### src/rtl/store_buffer_if.sv
// Store-buffer bus bundle: TL store push, d-cache drain handshake, load forward lookup and status.
// slave = store buffer side, master = the environment driving it.
interface store_buffer_if #(
  parameter int unsigned DEPTH  = 4,
  parameter int unsigned ADDR_W = 20
);
  localparam int unsigned CW = $clog2(DEPTH) + 1;

  logic              store_en;
  logic              store_isbyte;
  logic [ADDR_W-1:0] store_addr;
  logic [31:0]       store_data;

  logic              full;
  logic              empty;
  logic [CW-1:0]     count;
  logic              overflow;

  logic              drain_valid;
  logic              drain_ready;
  logic [ADDR_W-1:0] drain_addr;
  logic [31:0]       drain_data;
  logic [3:0]        drain_be;

  logic              fwd_en;
  logic [ADDR_W-1:0] fwd_addr;
  logic              fwd_isbyte;
  logic              fwd_hit;
  logic              fwd_partial;
  logic [31:0]       fwd_data;

  modport slave (
    input  store_en, store_isbyte, store_addr, store_data,
    input  drain_ready,
    input  fwd_en, fwd_addr, fwd_isbyte,
    output full, empty, count, overflow,
    output drain_valid, drain_addr, drain_data, drain_be,
    output fwd_hit, fwd_partial, fwd_data
  );

  modport master (
    output store_en, store_isbyte, store_addr, store_data,
    output drain_ready,
    output fwd_en, fwd_addr, fwd_isbyte,
    input  full, empty, count, overflow,
    input  drain_valid, drain_addr, drain_data, drain_be,
    input  fwd_hit, fwd_partial, fwd_data
  );
endinterface

### src/rtl/store_buffer.sv
// In-order store buffer with byte-enabled drain and store-to-load forwarding.
// Define STORE_BUFFER_COALESCE_EN to merge same-word pushes into the youngest entry.
module store_buffer #(
  parameter int unsigned DEPTH  = 4,
  parameter int unsigned ADDR_W = 20,
  parameter int unsigned DATA_W = 32
) (
  input logic           clk,
  input logic           rst,
  store_buffer_if.slave sb
);
  localparam int unsigned PW     = $clog2(DEPTH);
  localparam int unsigned CW     = PW + 1;
  localparam int unsigned WA     = ADDR_W - 2;
  localparam int unsigned NLANES = DATA_W / 8;

  logic [WA-1:0]     addr_q [DEPTH];
  logic [DATA_W-1:0] data_q [DEPTH];
  logic [NLANES-1:0] be_q   [DEPTH];
  logic [PW-1:0]     wptr_q, rptr_q;
  logic [CW-1:0]     count_q;
  logic              overflow_q;

  logic [WA-1:0]     push_waddr;
  logic [1:0]        push_lane;
  logic [NLANES-1:0] push_be;
  logic [DATA_W-1:0] push_data;
  logic              drain_valid, pop, merge, alloc, drop;

  assign push_waddr = sb.store_addr[ADDR_W-1:2];
  assign push_lane  = sb.store_addr[1:0];
  assign push_be    = sb.store_isbyte ? NLANES'(1) << push_lane : '1;
  assign push_data  = sb.store_isbyte ? DATA_W'(sb.store_data[7:0]) << {push_lane, 3'b000}
                                      : sb.store_data;

  assign drain_valid = (count_q != '0);
  assign pop         = drain_valid && sb.drain_ready;

`ifdef STORE_BUFFER_COALESCE_EN
  logic [PW-1:0] tail_ptr;
  assign tail_ptr = wptr_q - PW'(1);
  // count >= 2 guarantees the tail is never the entry being presented at drain.
  assign merge = sb.store_en && (count_q >= CW'(2)) && (addr_q[tail_ptr] == push_waddr);
`else
  assign merge = 1'b0;
`endif

  assign alloc = sb.store_en && !merge && ((count_q != CW'(DEPTH)) || pop);
  assign drop  = sb.store_en && !merge && !alloc;

  always_ff @(posedge clk or negedge rst) begin
    if (!rst) begin
      for (int i = 0; i < DEPTH; i++) begin
        addr_q[i] <= '0;
        data_q[i] <= '0;
        be_q[i]   <= '0;
      end
      wptr_q     <= '0;
      rptr_q     <= '0;
      count_q    <= '0;
      overflow_q <= 1'b0;
    end else begin
      if (alloc) begin
        addr_q[wptr_q] <= push_waddr;
        data_q[wptr_q] <= push_data;
        be_q[wptr_q]   <= push_be;
        wptr_q         <= wptr_q + PW'(1);
      end
`ifdef STORE_BUFFER_COALESCE_EN
      if (merge) begin
        for (int l = 0; l < NLANES; l++) begin
          if (push_be[l]) data_q[tail_ptr][8*l +: 8] <= push_data[8*l +: 8];
        end
        be_q[tail_ptr] <= be_q[tail_ptr] | push_be;
      end
`endif
      if (pop) rptr_q <= rptr_q + PW'(1);
      if (alloc && !pop)      count_q <= count_q + CW'(1);
      else if (!alloc && pop) count_q <= count_q - CW'(1);
      if (drop) overflow_q <= 1'b1;
    end
  end

  assign sb.full        = (count_q == CW'(DEPTH));
  assign sb.empty       = !drain_valid;
  assign sb.count       = count_q;
  assign sb.overflow    = overflow_q;
  assign sb.drain_valid = drain_valid;
  assign sb.drain_addr  = drain_valid ? {addr_q[rptr_q], 2'b00} : '0;
  assign sb.drain_data  = drain_valid ? data_q[rptr_q] : '0;
  assign sb.drain_be    = drain_valid ? be_q[rptr_q] : '0;

  logic [NLANES-1:0] fwd_cov, fwd_req;
  logic [DATA_W-1:0] fwd_word, fwd_shift;
  logic [PW-1:0]     idx;
  logic              hit_raw;

  // Walk oldest to youngest so younger entries overwrite older lanes.
  always_comb begin
    fwd_cov  = '0;
    fwd_word = '0;
    idx      = '0;
    for (int k = 0; k < DEPTH; k++) begin
      idx = rptr_q + PW'(k);
      if ((CW'(k) < count_q) && (addr_q[idx] == sb.fwd_addr[ADDR_W-1:2])) begin
        for (int l = 0; l < NLANES; l++) begin
          if (be_q[idx][l]) begin
            fwd_word[8*l +: 8] = data_q[idx][8*l +: 8];
            fwd_cov[l]         = 1'b1;
          end
        end
      end
    end
  end

  assign fwd_req   = sb.fwd_isbyte ? NLANES'(1) << sb.fwd_addr[1:0] : '1;
  assign hit_raw   = ((fwd_cov & fwd_req) == fwd_req);
  assign fwd_shift = fwd_word >> {sb.fwd_addr[1:0], 3'b000};

  assign sb.fwd_hit     = sb.fwd_en && hit_raw;
  assign sb.fwd_partial = sb.fwd_en && !hit_raw && ((fwd_cov & fwd_req) != '0);
  assign sb.fwd_data    = !(sb.fwd_en && hit_raw) ? '0 :
                          sb.fwd_isbyte ? DATA_W'(fwd_shift[7:0]) : fwd_word;
endmodule

### src/flat_wrapper.sv
// flat-port wrapper written by rule: the top's interface ports become plain ports
module store_buffer_flat 
#(
  parameter int unsigned DEPTH  = 4,
  parameter int unsigned ADDR_W = 20,
  parameter int unsigned DATA_W = 32
)
  (clk, rst, sb_store_en, sb_store_isbyte, sb_store_addr, sb_store_data, sb_drain_ready, sb_fwd_en, sb_fwd_addr, sb_fwd_isbyte, sb_full, sb_empty, sb_count, sb_overflow, sb_drain_valid, sb_drain_addr, sb_drain_data, sb_drain_be, sb_fwd_hit, sb_fwd_partial, sb_fwd_data);
  store_buffer_if #(.DEPTH(DEPTH), .ADDR_W(ADDR_W)) sb_i ();
  input logic clk;
  input logic rst;
  input wire logic [$bits(sb_i.store_en)-1:0] sb_store_en;
  input wire logic [$bits(sb_i.store_isbyte)-1:0] sb_store_isbyte;
  input wire logic [$bits(sb_i.store_addr)-1:0] sb_store_addr;
  input wire logic [$bits(sb_i.store_data)-1:0] sb_store_data;
  input wire logic [$bits(sb_i.drain_ready)-1:0] sb_drain_ready;
  input wire logic [$bits(sb_i.fwd_en)-1:0] sb_fwd_en;
  input wire logic [$bits(sb_i.fwd_addr)-1:0] sb_fwd_addr;
  input wire logic [$bits(sb_i.fwd_isbyte)-1:0] sb_fwd_isbyte;
  output wire logic [$bits(sb_i.full)-1:0] sb_full;
  output wire logic [$bits(sb_i.empty)-1:0] sb_empty;
  output wire logic [$bits(sb_i.count)-1:0] sb_count;
  output wire logic [$bits(sb_i.overflow)-1:0] sb_overflow;
  output wire logic [$bits(sb_i.drain_valid)-1:0] sb_drain_valid;
  output wire logic [$bits(sb_i.drain_addr)-1:0] sb_drain_addr;
  output wire logic [$bits(sb_i.drain_data)-1:0] sb_drain_data;
  output wire logic [$bits(sb_i.drain_be)-1:0] sb_drain_be;
  output wire logic [$bits(sb_i.fwd_hit)-1:0] sb_fwd_hit;
  output wire logic [$bits(sb_i.fwd_partial)-1:0] sb_fwd_partial;
  output wire logic [$bits(sb_i.fwd_data)-1:0] sb_fwd_data;
  assign sb_i.store_en = sb_store_en;
  assign sb_i.store_isbyte = sb_store_isbyte;
  assign sb_i.store_addr = sb_store_addr;
  assign sb_i.store_data = sb_store_data;
  assign sb_i.drain_ready = sb_drain_ready;
  assign sb_i.fwd_en = sb_fwd_en;
  assign sb_i.fwd_addr = sb_fwd_addr;
  assign sb_i.fwd_isbyte = sb_fwd_isbyte;
  assign sb_full = sb_i.full;
  assign sb_empty = sb_i.empty;
  assign sb_count = sb_i.count;
  assign sb_overflow = sb_i.overflow;
  assign sb_drain_valid = sb_i.drain_valid;
  assign sb_drain_addr = sb_i.drain_addr;
  assign sb_drain_data = sb_i.drain_data;
  assign sb_drain_be = sb_i.drain_be;
  assign sb_fwd_hit = sb_i.fwd_hit;
  assign sb_fwd_partial = sb_i.fwd_partial;
  assign sb_fwd_data = sb_i.fwd_data;
  store_buffer #(.DEPTH(DEPTH), .ADDR_W(ADDR_W), .DATA_W(DATA_W)) u_core (.clk(clk), .rst(rst), .sb(sb_i));
endmodule
### config.mk
export PLATFORM = sky130hd
export DESIGN_NAME = store_buffer_flat
export DESIGN_NICKNAME = d
export VERILOG_FILES = /design/src/rtl/store_buffer_if.sv /design/src/rtl/store_buffer.sv /design/src/flat_wrapper.sv
export SDC_FILE = /design/constraint.sdc
export NUM_CORES = 1
export LEC_CHECK = 0
export BUFFER_PORTS_ARGS = -buffer_cell sky130_fd_sc_hd__buf_2
export CORE_UTILIZATION = 45
export CTS_BUF_LIST = sky130_fd_sc_hd__clkbuf_2 sky130_fd_sc_hd__clkbuf_4 sky130_fd_sc_hd__clkbuf_8
export CTS_CLUSTER_SIZE = 12
export DETAILED_ROUTE_END_ITERATION = 10
export PLACE_DENSITY = 0.73
export SLEW_MARGIN = 40
export SYNTH_ARGS = -nofsm -noshare
export SYNTH_HDL_FRONTEND = slang
export SYNTH_SLANG_ARGS = --single-unit
### constraint.sdc
create_clock -name clk -period 4.6 [get_ports clk]
set_input_delay 0 -clock clk [delete_from_list [all_inputs] [get_ports clk]]
set_output_delay 0 -clock clk [all_outputs]
set_load 0.02 [all_outputs]
==> Word level (Yosys, flattened, before mapping) <==
Index checks and enable logic that the tools add are counted.
{ "totals": {"regBits": 224, "input_bits": 79, "out_inout_bits": 97, "word_cells": 165} }
{ "classes": {"addsub": 6, "order_cmp": 10, "n_eq_ne": 7, "shift": 4, "muxes": 95, "n_bitwise": 6, "reduce_logical": 21} }
{ "ops": {"columns": ["cell", "count"], "rows": [
  ["32-bit two-way mux", 17],
  ["32-bit binary-select mux with 2-bit select", 4],
  ["18-bit two-way mux", 9],
  ["18-bit binary-select mux with 2-bit select", 4],
  ["128-bit bitwise mux", 1],
  ["8-bit two-way mux", 16],
  ["72-bit bitwise mux", 1],
  ["18-bit equality test", 4],
  ["32-bit demux with 2-bit select", 1],
  ["4-bit two-way mux", 16],
  ["18-bit demux with 2-bit select", 1],
  ["4-bit binary-select mux with 2-bit select", 4],
  ["8-bit by 5-bit << shifter with 32-bit output", 1],
  ["32-bit by 5-bit >> shifter with 8-bit output", 1],
  ["20-bit two-way mux", 1],
  ["16-bit bitwise mux", 1],
  ["1-bit two-way mux", 16],
  ["3-bit greater-or-equal comparator, second input constant", 5],
  ["2-bit inverter with 3-bit output", 5],
  ["1-bit logical AND", 13],
  ["4-bit demux with 2-bit select", 1],
  ["1-bit by 2-bit << shifter with 4-bit output, first input constant", 2],
  ["1-bit by 3-bit < comparator with 1-bit output, first input constant", 2],
  ["2-bit by 3-bit < comparator with 1-bit output, first input constant", 2],
  ["15 further kinds", 21]
]} }

==> Logic depth before layout (Yosys ltp) <==
Gate-level depths: netlist of run 1.
{ "logic_depth": {"ltp_word": 18, "ltp_mapped": 19, "depth_no_buf": 12} }

==> Worst setup path after synthesis of run 1 <==
OpenSTA, ideal clock, no wires.
{ "synth_path": {"kind": "flip-flop to output port", "from": "register u_core.rptr_q[1]", "to": "output port sb_fwd_data[7]", "arrival_time_ns": 4.466, "t_required_ns": 4.600, "slack_ns": 0.134, "stages_incl_launch_ff": 13, "path_buffers": 2, "path_cell_list": "dfrtp_1 buf_6 buf_12 mux4_2 xnor2_1 a2111o_1 or4_4 or3_4 o211ai_4 o32ai_1 a2111oi_4 o221ai_1 a211oi_1"} }
{ "synth_via": {"elab_chain_len": 17, "elab_cells_between_ends": 97, "classes_between": "add/sub (3); eq/ne (5); shift (1); mux (78); bitwise (5); reduce/logical (5)"} }
{ "synth_rtl": {"columns": ["element", "line_no", "source"], "rows": [
  ["from (decl)", "store_buffer.sv:20", "logic [PW-1:0] wptr_q, rptr_q;"],
  ["from (signal assigned)", "store_buffer.sv:77", "if (pop) rptr_q <= rptr_q + PW'(1);"],
  ["parallel branches: the longest is 12 deep, another holds 2-bit by 1-bit adder with 2-bit output", null, null],
  ["4-bit two-way mux *", "store_buffer.sv:105", "if ((CW'(k) < count_q) && (addr_q[idx] == sb.fwd_addr[ADDR_W-1:2])) begin"],
  ["4-bit bitwise AND *", "store_buffer.sv:117", "assign hit_raw = ((fwd_cov & fwd_req) == fwd_req);"],
  ["4-bit equality test *", "store_buffer.sv:117", null],
  ["1-bit logical AND *", null, null],
  ["net sb_fwd_hit", "flat_wrapper.sv:28", "output wire logic [$bits(sb_i.fwd_hit)-1:0] sb_fwd_hit;"],
  ["32-bit two-way mux *", "store_buffer.sv:122", "assign sb.fwd_data = !(sb.fwd_en && hit_raw) ? '0 :"],
  ["to (decl)", "flat_wrapper.sv:30", "output wire logic [$bits(sb_i.fwd_data)-1:0] sb_fwd_data;"]
]} }
Mark *: on every way through the listed nets, which the timed path passes. The select of a mux whose other input is x is not followed.

==> Final worst setup path of run 1 <==
{ "layout_path": {"from": "register u_core.rptr_q[1]", "to": "output port sb_fwd_data[6]"} }
{ "layout_via": {"elab_chain_len": 17, "elab_cells_between_ends": 97, "classes_between": "add/sub (3); eq/ne (5); shift (1); mux (78); bitwise (5); reduce/logical (5)"} }
{ "layout_rtl": {"columns": ["element", "line_no"], "rows": [
  ["parallel branches: the longest is 16 deep, another holds 2-bit by 1-bit adder with 2-bit output", null],
  ["32-bit two-way mux *", "store_buffer.sv:122"]
]} }
Every way passes the cells marked *. The select of a mux whose other input is x is not followed.

==> impl_metrics.json, run 1 <==
{
  "period_needed_ns": 4.624,
  "place_hpwl_um": 41230,
  "h-tree-depth": 2,
  "async_flop_share_pct": 100.0,
  "cts_tree": "yes",
  "synth_largest_type_area_fraction_pct": 33.34,
  "required_ns": 4.60,
  "synth_cell_type_count": 87,
  "start_util_pct": 45.81,
  "synth_cells": 1894,
  "die_h_um": 195.3,
  "yosysMostFrequentCell": "nand2_1",
  "syn_area_per_cell_um2": 8.877,
  "cts.sinks": 224,
  "yosys.area.top_type": "dfrtp_1",
  "drt-total-wl_um": 59020,
  "fin_util_pct": 55.82,
  "clk_path_buf_depth": 3,
  "clkTransAtPathRegs_ns": 0.06,
  "coreArea_mm2": 0.03670,
  "hold_ws_ns": 0.1961,
  "power.total_w": 0.01543,
  "first_global_vias": 15600,
  "drtIter0Drc": 1651,
  "drt-pass1-iter-count": 5,
  "fin_nets": 2205,
  "num_vias": 16190,
  "grtUsageTotal_pct": 30.42,
  "status": "finished, violations left",
  "finalSetupViolCount": 3,
  "syn_to_final_growth_pct": 21.84,
  "gp_congestion": 1.007,
  "io_pins": 176,
  "max_slew_margin_pct": 43.30,
  "numCtsBuffers": 41,
  "period_share_pct": 100.5,
  "synth_area_leaders": "dfrtp_1 (33%), mux2_2 (11%), mux2i_1 (8.8%)",
  "overflow": 0,
  "die_w_um": 195.3,
  "crit_arrival_ns": 4.62,
  "antenna_left": 0,
  "viasPerCell": 6.201,
  "layout-drive-gt1-share_pct": 29.46,
  "rsz0062_at_grt": "true",
  "drv_slew": 0,
  "rows": 70,
  "power.leakage_nw": 8.869,
  "yosysSeqAreaShare_pct": 33.34,
  "clk_latency_ns": 0.59,
  "antenna_found_initial": 2,
  "io_buffers": 173,
  "synth_edf_count": 0,
  "clockRootBuffer": "clkbuf_8",
  "setup.worst_path.end_class": "output pin",
  "critPathKind": "reg2out",
  "maxCapViolCount": 0,
  "irDropWorstVdd_mv": 0.4731,
  "hold_path.class": "in2reg",
  "rrSetupSlack_ns": 1.69,
  "drc": 0,
  "synth_seq_cells": 224,
  "yosys_warnings": 0,
  "fp.dieArea_mm2": 0.03814,
  "hold_violations": 0,
  "final.setup_skew_ns": 0.03433,
  "yosys-top-cells-count": "nand2_1 (265), o21ai_0 (235), dfrtp_1 (224)",
  "grt_pass1_wl_um": 90490,
  "max_freq_ghz": 0.2162,
  "p_per_area_mw_per_mm2": 753.3,
  "dp_slack_ns": 0.2508,
  "final_cells": 2611,
  "wl_per_cell_um": 22.60,
  "critPathMaxFanout": 7,
  "dpl.cell_count": 2453,
  "grt_max_degree": 106,
  "start_kind": "register",
  "fin_ws_ns": -0.02436,
  "violations": "setup timing",
  "synth.cell_area_mm2": 0.01681,
  "synthFlopType": "dfrtp_1",
  "worst_pin_slew_ns": 0.8488
}
final timing paths:
check,start,to,cells past startpoint
max reg2reg,u_core.sb.count[0],u_core.data_q[27],9
min in group asynchronous,rst,u_core.addr_q[37],3
min,sb_store_isbyte,u_core.be_q[1],3
min reg2reg,u_core.data_q[108],u_core.data_q[108],2
max,u_core.rptr_q[1],sb_fwd_data[6],12
max in group asynchronous,rst,u_core.be_q[15],5
layout make-up:
cell class | instances | area, um^2
multi-input cells | 1500 | 10910
clock inverters | 8 | 95.09
fillers | 3199 | 16210
well taps | 468 | 585.6
diodes | 1 | 2.502
flip-flops and latches | 224 | 5613
clock buffers | 60 | 757.0
inverters | 20 | 75.07
repair buffers | 330 | 2442
through the flow:
step	setup TNS [ns]	cell area, um^2
6_report	-0.03390	20480
5_1_grt	-1.553	20480
4_1_cts	-0.008462	19970
3_5_place_dp	0	18220
3_3_place_gp	0	18190
2_1_floorplan	0	16820
cell usage in the layout, fill, tap and decap left out, types with 15 or more instances in the layout:
cell,netlist,routed
o221ai_1,15,15
nand3_1,16,15
xnor2_1,43,40
mux2_2,159,159
dfrtp_1,224,222
and2_1,22,22
mux2i_2,0,17
buf_2,20,149
a21oi_1,50,48
nor3_1,46,39
clkbuf_8,0,49
a211oi_1,18,17
a31oi_1,39,39
nand2_1,265,261
o211ai_1,15,15
mux2i_1,148,129
o22ai_1,15,15
inv_1,18,18
nor2b_1,40,37
dlygate4sd3_1,0,58
mux4_2,26,26
buf_4,5,100
o21ai_0,235,232
nor2_1,121,112
xor2_1,26,26
worst max-delay path: stages (launching register included):
cell       delay [ns]
dfrtp_4          0.49
mux4_2           0.55
xnor2_1          0.17
a2111o_1         0.34
or4_4            0.59
or3_4            0.39
o211ai_4         0.23
o32ai_4          0.13
a2111oi_4        0.39
buf_6            0.19
o211ai_1         0.14
and4b_1          0.30
buf_4            0.15
cells by family (layout without fill, tap and decap cells):
| logic type | Yosys count | after routing | synth area share (%) |
|---|---|---|---|
| and+or+nand+nor | 607 | 610 | 17.10 |
| AOI/OAI and AO/OA | 475 | 475 | 17.59 |
| muxes | 335 | 335 | 23.08 |
| DFF | 224 | 224 | 33.34 |
| buffers and inverters | 174 | 418 | 4.599 |
| xor gates and xnor gates | 69 | 69 | 3.595 |
| adders and majority gates | 9 | 9 | 0.6698 |
| other | 1 | 3 | 0.02230 |
metal layers:
metal | wire length, um | global-route usage (%) | up-vias
met5 | 14 | 0 | -
met4 | 2529 | 14.35 | 2
met3 | 4415 | 4.991 | 163
met2 | 27080 | 48.15 | 768
met1 | 24980 | 40.66 | 7942
li1 | - | - | 7316
where the power goes:
group | switching [W] | total, W | internal [W] | leakage [nW]
clock | 0.000865 | 0.00202 | 0.00116 | 0.447
sequential | 0.000929 | 0.00383 | 0.00290 | 2.80
combinational | 0.00565 | 0.00958 | 0.00393 | 5.62
state kept, by name (all words and copies together), names as in the netlist:
name and count:
u_core.addr_q 72, u_core.data_q 128, u_core.wptr_q 2, u_core.be_q 16, u_core.sb.overflow 1, u_core.sb.count 3
u_core.rptr_q 2
what timing repair did:
item                                    CTS  global route
hold endpoints to repair                306            49
setup buffers                            11            13
pin swaps                                17            20
hold buffers                             57             1
gates cloned                              4             2
resized for setup                        43            80
endpoints found under the setup margin   33            33
Note: power is estimated with default switching activity, not from simulation.
==> run 2, diff against run 1 <==
--- a/config.mk
+++ b/config.mk
@@ -6,11 +6,12 @@
 export NUM_CORES = 1
 export LEC_CHECK = 0
 export BUFFER_PORTS_ARGS = -buffer_cell sky130_fd_sc_hd__buf_2
+export CAP_MARGIN = 20
 export CORE_UTILIZATION = 45
 export CTS_BUF_LIST = sky130_fd_sc_hd__clkbuf_2 sky130_fd_sc_hd__clkbuf_4 sky130_fd_sc_hd__clkbuf_8
 export CTS_CLUSTER_SIZE = 12
 export DETAILED_ROUTE_END_ITERATION = 10
-export PLACE_DENSITY = 0.73
+export PLACE_DENSITY = 0.66
 export SLEW_MARGIN = 40
 export SYNTH_ARGS = -nofsm -noshare
 export SYNTH_HDL_FRONTEND = slang
==> impl_metrics.json, run 2 (synthesized netlist as in run 1, its figures left out) <==
{
  "fin_util_pct": 56.21,
  "violations": "setup timing",
  "numCtsBuffers": 44,
  "io_pins": 176,
  "p_per_area_mw_per_mm2": 754.4,
  "max_stage_delay_ns": 0.52,
  "fin_nets": 2214,
  "critPathMaxFanout": 10,
  "n_antenna_cell": 0,
  "cp_cell_sequence": "buf_16, buf_12, mux4_2, nor2b_1, a2111o_1, nor4_2, buf_4, nand2_1, o21bai_4, buf_4, o22ai_1, mux2_2, o21ai_1, and4b_2, buf_6",
  "grt_max_degree": 91,
  "final.setup_skew_ns": 0.02414,
  "crit_arrival_ns": 4.67,
  "cp_num_buf_inv": 5,
  "fin_area_mm2": 0.02063,
  "wl_per_cell_um": 22.89,
  "critPathKind": "reg2out",
  "critPathMostFrequentCell": "buf_4",
  "first_global_vias": 15550,
  "cts_tree": "yes",
  "cp-startpoint": "u_core.rptr_q[1]",
  "cts.sinks": 224,
  "viasPerCell": 6.161,
  "fin_ws_ns": -0.06616,
  "setup.worst_path.end_class": "output pin",
  "drt-total-wl_um": 60060,
  "num_vias": 16170,
  "ff2ff_path_depth": 9,
  "grtUsageTotal_pct": 31.15,
  "dp_slack_ns": 0.1669,
  "maxCapViolCount": 0,
  "fp.dieArea_mm2": 0.03814,
  "rsz0062_at_grt": "true",
  "drt-pass1-iter-count": 6,
  "critPathTopFamily": "compound AO/OA/AOI/OAI gates",
  "finalSetupViolCount": 7,
  "overflow": 0,
  "clkTransAtPathRegs_ns": 0.06,
  "power.leakage_nw": 8.968,
  "gp_congestion": 0.9958,
  "hold_violations": 0,
  "die_w_um": 195.3,
  "clockRootBuffer": "clkbuf_8",
  "drc": 0,
  "place_hpwl_um": 41950,
  "largest_register": "u_core.data_q",
  "hold_path.class": "in2async",
  "h-tree-depth": 2,
  "period_share_pct": 101.4,
  "die_h_um": 195.3,
  "layout-drive-gt1-share_pct": 29.59,
  "largest_register_ffs": 128,
  "coreArea_mm2": 0.03670,
  "status": "finished, violations left",
  "power.total_w": 0.01556,
  "crit_cells": 15,
  "final_cell_mix": "nand2_1 (261), o21ai_0 (230), dfrtp_1 (222), mux2_2 (159), buf_2 (146)",
  "clk_path_buf_depth": 3,
  "required_ns": 4.60,
  "num-fill-cells": 3285,
  "worst_pin_slew_ns": 0.8491,
  "drtIter0Drc": 1657,
  "io_buffers": 173,
  "reg2reg_from": "u_core.sb.count[0]",
  "seqCellArea_mm2": 0.005613,
  "slowest_stage": "dfrtp_4",
  "clk_latency_ns": 0.61,
  "rows": 70,
  "period_needed_ns": 4.666,
  "drv_slew": 0,
  "syn_to_final_growth_pct": 22.70,
  "antenna_found_initial": 1,
  "irDropWorstVdd_mv": 0.2915,
  "hold_ws_ns": 0.02618,
  "grt_pass1_wl_um": 91680,
  "max_slew_margin_pct": 43.40,
  "max_freq_ghz": 0.2143,
  "reg.largest.list": "u_core.data_q: 128 flops, u_core.addr_q: 72 flops, u_core.be_q: 16 flops",
  "start_util_pct": 45.81,
  "final_common_cell": "nand2_1",
  "antenna_left": 0,
  "dpl-instance-area_mm2": 0.01830,
  "start_kind": "register",
  "multi_input_area_mm2": 0.01092
}
==> run 2: layout make-up <==
| type | instances | share of cell area (%) |
|---|---|---|
| sequential | 224 | 27.21 |
| inverter | 20 | 0.3700 |
| clock inverter | 10 | 0.3821 |
| timing repair buffer | 338 | 12.18 |
| clock buffer | 66 | 4.070 |
| tap | 468 | 2.839 |
| multi-input combinational | 1498 | 52.95 |
==> run 2: per-layer routing <==
metal / vias up / global-route usage, % / part of all wire, %
met2: 805 / 48.13 / 45
met5: - / 0 / 0.030
met3: 178 / 5.026 / 8.1
met4: 2 / 14.84 / 4.4
met1: 7848 / 42.60 / 43
li1: 7333 / - / -
==> run 2: stage by stage <==
stage,setup TNS (ns),cells
after floorplan,0,1895
after global placement,0,2466
after detailed placement,0,2467
after CTS,0,2618
after global routing,-2.593,2624
final,-0.1556,2624
==> run 2: what timing repair did <==
item / 4_1_cts / 5_1_grt
hold buffers: 61 / 0
gates resized for setup: 51 / 84
pin swaps: 12 / 19
endpoints found under the setup margin: 33 / 33
buffers inserted: 11 / 7
cloned: 3 / 0
endpoints found under the hold margin: 356 / 0
==> run 2: final timing paths <==
kind                            slack, ns                  to
worst max register to register       1.44   u_core.data_q[61]
min in group clk                     0.12      u_core.be_q[0]
max in group asynchronous            3.95  u_core.data_q[119]
worst max-delay path                -0.07      sb_fwd_data[6]
worst min register to register       0.50  u_core.data_q[101]
worst min-delay path                 0.03  u_core.sb.overflow
==> run 2: power by group <==
group,switching (W),total [W],internal (W)
combinational,0.00565,0.00961,0.00397
clock,0.000899,0.00212,0.00122
sequential,0.000931,0.00383,0.00290
total,0.00748,0.0156,0.00808
==> run 2: worst min-delay path, cell delays in order <==
cell and delay [ns]:
dlygate4sd3_1 0.56, buf_8 0.16, buf_16 0.27
==> run 3, diff against run 2 <==
--- a/config.mk
+++ b/config.mk
@@ -7,11 +7,12 @@
 export LEC_CHECK = 0
 export BUFFER_PORTS_ARGS = -buffer_cell sky130_fd_sc_hd__buf_2
 export CAP_MARGIN = 20
+export CORE_ASPECT_RATIO = 1.75
 export CORE_UTILIZATION = 45
 export CTS_BUF_LIST = sky130_fd_sc_hd__clkbuf_2 sky130_fd_sc_hd__clkbuf_4 sky130_fd_sc_hd__clkbuf_8
 export CTS_CLUSTER_SIZE = 12
 export DETAILED_ROUTE_END_ITERATION = 10
-export PLACE_DENSITY = 0.66
+export SETUP_SLACK_MARGIN = 0.1
 export SLEW_MARGIN = 40
 export SYNTH_ARGS = -nofsm -noshare
 export SYNTH_HDL_FRONTEND = slang
==> impl_metrics.json, run 3 (synthesized netlist as in run 1, its figures left out) <==
{
  "status": "finished, violations left",
  "violations": "setup timing",
  "antenna_left": 0,
  "finalSetupViolCount": 1,
  "power.leakage_nw": 9.106,
  "io_buffers": 173,
  "hold_violations": 0,
  "clk_path_buf_depth": 3,
  "critPathMostFrequentCell": "buf_4",
  "rows": 93,
  "max_freq_ghz": 0.2170,
  "critPathKind": "reg2out",
  "power_frac_comb_pct": 63.4,
  "gp_congestion": 1.000,
  "sequentialPowerShare_pct": 23.4,
  "drt-pass1-iter-count": 6,
  "final_cell_mix": "nand2_1 (261), o21ai_0 (231), dfrtp_1 (222), mux2_2 (158), buf_2 (141)",
  "antenna_found_initial": 1,
  "viasPerCell": 6.137,
  "rsz0062_at_grt": "true",
  "p_per_area_mw_per_mm2": 776.7,
  "cts.sinks": 224,
  "p_int_w": 0.008501,
  "p_sw_share_pct": 48.24,
  "slowest_stage": "or4_4",
  "drc": 0,
  "dp_slack_ns": 0.1498,
  "die_h_um": 257.7,
  "fin_nets": 2214,
  "die_w_um": 148.1,
  "grtUsageTotal_pct": 33.63,
  "fin_ws_ns": -0.007404,
  "grt_max_degree": 110,
  "drtIter0Drc": 925,
  "maxCapViolCount": 0,
  "worst_pin_slew_ns": 0.7700,
  "clkTransAtPathRegs_ns": 0.06,
  "reg.largest.list": "u_core.data_q: 128 flops, u_core.addr_q: 72 flops, u_core.be_q: 16 flops",
  "crit_arrival_ns": 4.61,
  "p_sw_w": 0.007922,
  "clk_latency_ns": 0.58,
  "largest_register": "u_core.data_q",
  "start_util_pct": 45.72,
  "largest_register_ffs": 128,
  "period_share_pct": 100.2,
  "final_common_cell": "nand2_1",
  "critPathTopFamily": "simple AND/OR/NAND/NOR gates",
  "syn_to_final_growth_pct": 25.77,
  "first_global_vias": 16110,
  "cts_tree": "yes",
  "fin_util_pct": 57.51,
  "h-tree-depth": 2,
  "place_hpwl_um": 45250,
  "coreArea_mm2": 0.03677,
  "clkPwrFrac_pct": 13.2,
  "required_ns": 4.60,
  "rrSetupSlack_ns": 1.99,
  "max_stage_delay_ns": 0.60,
  "num_vias": 16150,
  "cp_num_buf_inv": 5,
  "wl_per_cell_um": 24.42,
  "overflow": 0,
  "io_pins": 176,
  "numCtsBuffers": 38,
  "critPathMaxFanout": 8,
  "num-fill-cells": 3366,
  "cp_cell_sequence": "buf_16, buf_12, mux2_4, xnor2_2, a41oi_2, or4_4, or3_4, o21ai_4, a21oi_4, a2111oi_4, buf_4, buf_8, o211ai_1, and4b_1, buf_4",
  "grt_pass1_wl_um": 96110,
  "hold_path.class": "in2async",
  "irDropWorstVdd_mv": 0.4629,
  "period_needed_ns": 4.607,
  "max_slew_margin_pct": 48.12,
  "fp.dieArea_mm2": 0.03817,
  "drt-total-wl_um": 64250,
  "start_kind": "register",
  "layout-drive-gt1-share_pct": 30.86,
  "clockRootBuffer": "clkbuf_8",
  "final.setup_skew_ns": 0.03226,
  "setup.worst_path.end_class": "output pin",
  "drv_slew": 0
}
run 3: cell count changes in the layout (fill, tap and decap cells not counted), moves of 6 or more:
| cell | change |
|---|---|
| buf_6 | +11 |
| nor2_4 | +10 |
| buf_4 | -8 |
| nor2_1 | -8 |
| mux2i_1 | -7 |
| clkinv_2 | -6 |
run 3: per-stage QoR:
stage / std cells / hold WS (ns) / cell area (um^2) / power, W / TNS [ns]
2_1_floorplan: 1895 / -0.2956 / 16820 / 0.01007 / 0
6_report: 2631 / 0.01707 / 21150 / 0.01642 / -0.007404
3_5_place_dp: 2464 / -0.07822 / 18310 / 0.01308 / 0
4_1_cts: 2619 / 0.004747 / 20630 / 0.01614 / 0
3_3_place_gp: 2463 / 0.1289 / 18240 / 0.01292 / 0
5_1_grt: 2631 / 0.04222 / 21150 / 0.01733 / -0.7748
run 3: layout make-up:
cell class,instances,area [um^2],area share (%)
Tap cell,475,594.3,2.811
Clock buffer,62,790.8,3.740
Timing Repair Buffer,342,2761,13.06
Clock inverter,7,135.1,0.6391
Antenna cell,1,2.502,0.01183
Sequential cell,224,5613,26.54
Multi-Input combinational cell,1500,11170,52.84
Inverter,20,75.07,0.3550
run 3: worst register-to-register path: stages (launching register included):
cell     delay [ns]
dfrtp_1        0.50
inv_1          0.11
ha_1           0.22
nand2_1        0.08
nor2_1         0.09
nor2b_4        0.47
nand2_8        0.43
buf_4          0.41
nand2_1        0.10
o21ai_0        0.08
run 3: what timing repair did:
item                                   in CTS  in global routing
resized for setup                          91                104
setup endpoints to repair                  34                 34
setup buffers                              21                  9
pin swaps                                  20                 28
hold buffers                               57                  0
endpoints found under the hold margin     429                  0
cloned                                      8                  2
run 3: power by group through the flow:
| stage | clock network, W | registers [W] | logic, W |
|---|---|---|---|
| 2_1_floorplan | 0 | 0.00347 | 0.00659 |
| 3_3_place_gp | 0 | 0.00376 | 0.00916 |
| 3_5_place_dp | 0 | 0.00382 | 0.00926 |
| 4_1_cts | 0.00222 | 0.00380 | 0.0101 |
| 5_1_grt | 0.00230 | 0.00396 | 0.0111 |
| 6_report | 0.00217 | 0.00384 | 0.0104 |
run 3: final timing paths:
kind	endpoint	start	cells after the start
setup reg to reg	u_core.data_q[94]	u_core.sb.count[0]	9
hold reg to reg	u_core.be_q[0]	u_core.be_q[0]	2
min in group clk	u_core.be_q[12]	sb_store_isbyte	3
max in group asynchronous	u_core.rptr_q[1]	rst	3
hold / removal	u_core.data_q[114]	rst	3
setup / recovery	sb_fwd_data[2]	u_core.rptr_q[1]	15
run 3: layer usage:
metal	track usage [%]	wire [um]	vias to the layer above	share of wire [%]
met2	59.61	32590	720	51
met4	25.83	5431	0	8.5
met5	0	0	-	0
met1	35.41	22380	7852	35
li1	-	-	7350	-
met3	5.106	3843	225	6.0
